[config.mk]
export PLATFORM = sky130hd
export DESIGN_NAME = scan_sequencer
export DESIGN_NICKNAME = d
export VERILOG_FILES = /design/src/rtl/scan_sequencer.sv
export SDC_FILE = /design/constraint.sdc
export NUM_CORES = 1
export LEC_CHECK = 0
export CAP_MARGIN = 5
export CORE_ASPECT_RATIO = 0.8
export CORE_UTILIZATION = 55
export CTS_CLUSTER_DIAMETER = 150
export DETAILED_ROUTE_END_ITERATION = 16
export PLACE_DENSITY = 0.86
export SYNTH_ARGS = -nofsm -noshare
export SYNTH_HDL_FRONTEND = slang
export SYNTH_SLANG_ARGS = --single-unit
[constraint.sdc]
create_clock -name clk -period 8.75 [get_ports clk]
set_input_delay 1.75 -clock clk [delete_from_list [all_inputs] [get_ports clk]]
set_output_delay 1.75 -clock clk [all_outputs]
set_load 0.005 [all_outputs]
[src/rtl/scan_sequencer.sv]
// Scan sequencer: drives select A / enable E of a 3-to-8 decoder,
// stepping through unmasked positions with a dwell time and a blanking gap.
// Ports: clk, reset (sync, active-high), run (level), step (pulse),
//        mask[7:0] (enabled positions), A[2:0], E, wrap (pulse), busy.
module scan_sequencer #(
  parameter int PRESCALE     = 100000,
  parameter int BLANK_CYCLES = 1000
) (
  input  logic       clk,
  input  logic       reset,
  input  logic       run,
  input  logic       step,
  input  logic [7:0] mask,
  output logic [2:0] A,
  output logic       E,
  output logic       wrap,
  output logic       busy
);

  localparam int DW = (PRESCALE > 1) ? $clog2(PRESCALE) : 1;
  localparam int BW = (BLANK_CYCLES > 1) ? $clog2(BLANK_CYCLES) : 1;
  localparam logic [DW-1:0] DLAST = DW'(PRESCALE - 1);
  localparam logic [BW-1:0] BLAST =
    BW'((BLANK_CYCLES > 0) ? BLANK_CYCLES - 1 : 0);

  typedef enum logic [1:0] {IDLE, DWELL, BLANK} state_t;

  state_t        state;
  logic [DW-1:0] dcnt;
  logic [BW-1:0] bcnt;
  // set while running a single step started with run low
  logic          stepping;

  logic [2:0] nxt;
  logic [2:0] sel;
  logic       has;

  // Lowest index above a with its mask bit set, wrapping around;
  // the loop runs downward so the nearest hit wins.
  function automatic logic [2:0] next_up(input logic [2:0] a,
                                         input logic [7:0] m);
    logic [2:0] r;
    logic [2:0] j;
    r = a;
    for (int k = 7; k >= 1; k--) begin
      j = a + 3'(k);
      if (m[j]) r = j;
    end
    return r;
  endfunction

  always_comb begin
    has = |mask;
    nxt = next_up(A, mask);
    sel = mask[A] ? A : nxt;
  end

  always_ff @(posedge clk) begin
    if (reset) begin
      state    <= IDLE;
      A        <= '0;
      E        <= 1'b0;
      wrap     <= 1'b0;
      busy     <= 1'b0;
      dcnt     <= '0;
      bcnt     <= '0;
      stepping <= 1'b0;
    end else begin
      wrap <= 1'b0;
      unique case (state)
        IDLE: begin
          E    <= 1'b0;
          busy <= 1'b0;
          dcnt <= '0;
          bcnt <= '0;
          if ((run || step) && has) begin
            state    <= DWELL;
            A        <= sel;
            E        <= 1'b1;
            busy     <= 1'b1;
            stepping <= !run;
          end
        end
        DWELL: begin
          if (run) stepping <= 1'b0;
          if (!run && !stepping) begin
            state    <= IDLE;
            E        <= 1'b0;
            busy     <= 1'b0;
            dcnt     <= '0;
            bcnt     <= '0;
            stepping <= 1'b0;
          end else if (dcnt == DLAST) begin
            dcnt <= '0;
            if (!has) begin
              state    <= IDLE;
              E        <= 1'b0;
              busy     <= 1'b0;
              stepping <= 1'b0;
            end else begin
              A    <= nxt;
              wrap <= (nxt <= A);
              if (BLANK_CYCLES > 0) begin
                state <= BLANK;
                E     <= 1'b0;
              end else if (stepping && !run) begin
                state    <= IDLE;
                E        <= 1'b0;
                busy     <= 1'b0;
                stepping <= 1'b0;
              end else begin
                E <= 1'b1;
              end
            end
          end else begin
            dcnt <= dcnt + DW'(1);
          end
        end
        BLANK: begin
          if (run) stepping <= 1'b0;
          if (!run && !stepping) begin
            state    <= IDLE;
            E        <= 1'b0;
            busy     <= 1'b0;
            dcnt     <= '0;
            bcnt     <= '0;
            stepping <= 1'b0;
          end else if (bcnt == BLAST) begin
            bcnt <= '0;
            if (run) begin
              state <= DWELL;
              E     <= 1'b1;
            end else begin
              state    <= IDLE;
              E        <= 1'b0;
              busy     <= 1'b0;
              stepping <= 1'b0;
            end
          end else begin
            bcnt <= bcnt + BW'(1);
          end
        end
        default: begin
          state <= IDLE;
          E     <= 1'b0;
          busy  <= 1'b0;
        end
      endcase
    end
  end

endmodule

==> metrics.cfg <==
[logic_synthesis]
syn-num-nets = 330
syn_inst = 307
yosys-top-cells-count = nor2_1, dfxtp_1, nand2_1
synthTopCellsByArea = dfxtp_1, xor2_1, nor2_1, ha_1, mux2i_1
synth_top_area_cell = dfxtp_1
synth_seq_area_share = 0.269
async_flop_share = 0
yosysTopAreaCellShare = 0.269
avgSynthCellArea_um2 = 8.73
synth_area_um2 = 2680
ys_types = 56
synth-seq-cells = 36
synth_top_flop_cell = dfxtp_1
yosysWarnings = 0
yosysMostFrequentCell = nor2_1
synth-edff-count = 0

[routing]
vias = 2257
drt_iter0_drc = 166
via_per_inst = 5.96
drc = 0
drt_first_pass_iters = 4
routed_wl_mm = 5.53
wl_per_cell_um = 14.6
ant_nets = 0

[finish]
fill_cells = 377
num_antenna_cells = 0
syn2layout_area_growth_pct = 9.47
final_cells = 379
drive_gt1_frac = 0.103
seqCellArea_um2 = 721
multi_input_area_um2 = 1820
nNetsFinal = 341

[clocking]
cts.clk_slew.worst_paths_ns = 0.07
clkLatencyLatePin_ns = 0.29
numCtsBuffers = 5
cts_resized = 0
clock_tree.buffer_depth = 2
cts_setup_buffers = 0
cts_hold_buf = 0
cts_tree = done
htree_levels = 2
cts.sink_count = 36
root_buffer = clkbuf_8

[floorplanning]
dieArea_um2 = 5160
coreArea_um2 = 4620
pin_count = 18
initial_core_util = 0.580
die_h_um = 64.5
die_x_um = 80.1
num_rows = 22

[placement]
gp_congestion = 0.896
io_buffers = 17
dpl.cell_count = 371
place_hpwl_mm = 4.19

[critical_path]
path_class = in -> reg
cp_cell_sequence = clkdlybuf4s50_1 > mux4_2 > mux2_2 > a22o_1 > or4_4 > nand2_1 > ha_1 > a21o_1 > a21oi_1 > a31oi_1 > nor3_1
cpPeakStageDelay_ns = 0.59
arrival_ns = 4.72
critPathCaptureType = flip-flop
startpoint_type = input pin
critPathMaxFanout = 8
critPathSlowestCell = mux4_2
worstPathRequired_ns = 8.96

[pwr]
p_clk_frac = 0.179
vdd_ir_drop_max_mv = 0.151
netSwitchingFraction = 0.399
p_leak_uw = 0.00102
p_seq_frac = 0.271
pwr-share-comb = 0.551
power_density_nw_per_um2 = 276
p_int_uw = 488
p_switching_uw = 323

[sta]
layout_min_cycle_time_ns = 4.51
setup_viol = 0
relSlewSlack = 0.390
finClkSkew_ns = 0.00383
final.setup.tns_ns = 0
slew_violations = 0
worst_pin_slew_ns = 0.914
rsz0062_at_grt = false
finalCritPeriodShare = 0.516
fmax_mhz = 222
hold_violations = 0

[grt]
grt_max_degree = 22
antenna_found_initial = 0
grt_pass1_wl_mm = 9.23
track_usage = 0.231
overflow = 0
first_global_vias = 2024

[run]
drv_cap = 0

[hold_path]
min_path_type = reg -> reg

[status]
outcome = complete, no violations

power groups by stage:
stage	clock network (uW)	registers (uW)	logic [uW]
2_1_floorplan	0	191	400
5_1_grt	157	225	488
3_3_place_gp	0	222	433
6_report	145	220	447
4_1_cts	150	220	444
3_5_place_dp	0	224	440
per-layer routing:
layer	global-route usage	vias to the layer above	wire length, um
met2	0.360	60	2580
met4	0.0737	0	95
met1	0.315	1045	2510
met5	0	-	0
li1	-	1141	-
met3	0.0535	11	351
stage by stage:
step	total power (uW)	cell area (um2)	utilization	hold WS [ns]	worst slack [ns]
after global routing	870	2940	0.635	0.519	4.16
after detailed placement	664	2820	0.611	0.484	3.95
after global placement	655	2820	0.611	0.463	4.03
after floorplan	591	2680	-	0.449	4.67
after CTS	814	2940	0.635	0.494	4.25
final	811	2940	0.635	0.491	4.24
layout by cell type (no fill, tap or decap), drive strengths merged, types with 2 or more instances in the layout:
master | synthesis | routed
clkbuf | 10 | 5
o31ai | 2 | 2
nand3 | 12 | 12
a21oi | 16 | 16
and2 | 3 | 3
o32ai | 2 | 2
nor4 | 3 | 3
a21boi | 2 | 2
inv | 10 | 10
or2 | 3 | 3
o41ai | 2 | 2
o21ai | 13 | 13
clkdlybuf4s50 | 0 | 17
a21o | 2 | 2
o211ai | 2 | 2
or4 | 3 | 3
ha | 11 | 11
dfxtp | 36 | 36
mux4 | 9 | 9
nand4 | 8 | 8
nand2 | 23 | 23
nor3 | 5 | 5
xnor2 | 10 | 10
and3 | 6 | 6
nand2b | 5 | 5
xor2 | 18 | 18
or3 | 2 | 2
and2b | 2 | 2
nor2 | 41 | 41
a22oi | 2 | 2
mux2 | 8 | 8
mux2i | 12 | 12
or4bb | 2 | 2
nor2b | 4 | 4
area by class of cell:
class	instances	area share
Inverter	10	0.0128
Multi-Input combinational cell	248	0.620
Tap cell	60	0.0256
Sequential cell	36	0.246
Timing Repair Buffer	17	0.0580
Clock buffer	5	0.0234
Clock inverter	3	0.0145
final timing paths:
path | startpoint | end | slack (ns) | depth (start not counted)
worst max register to register | A[1] | wrap | 4.59 | 12
worst min register to register | dcnt[15] | dcnt[15] | 0.49 | 2
worst max-delay path | mask[4] | wrap | 4.24 | 11
worst min-delay path | dcnt[15] | dcnt[15] | 0.49 | 2
registers in the layout, indices dropped and copies added, names as in the netlist:
name,flops
dcnt,17
bcnt,10
A,3
state,2
E,1
busy,1
stepping,1
wrap,1
logic make-up (layout without fill, tap and decap cells):
group,Yosys count,count (layout),share of synthesized area
flops,36,36,0.269
compound gates,54,54,0.135
mux,29,29,0.160
buf+inv,23,35,0.0523
fa+ha+maj,11,11,0.0513
simple gates,126,126,0.242
xor+xnor,28,28,0.0915
critical path, delay by kind of cell:
kind	cells	cell delay (ns)
mux	2	0.92
buf+inv	1	0.54
compound gates	4	0.54
simple gates	3	0.73
fa+ha+maj	1	0.24
Power figures use the tool's default switching activity.
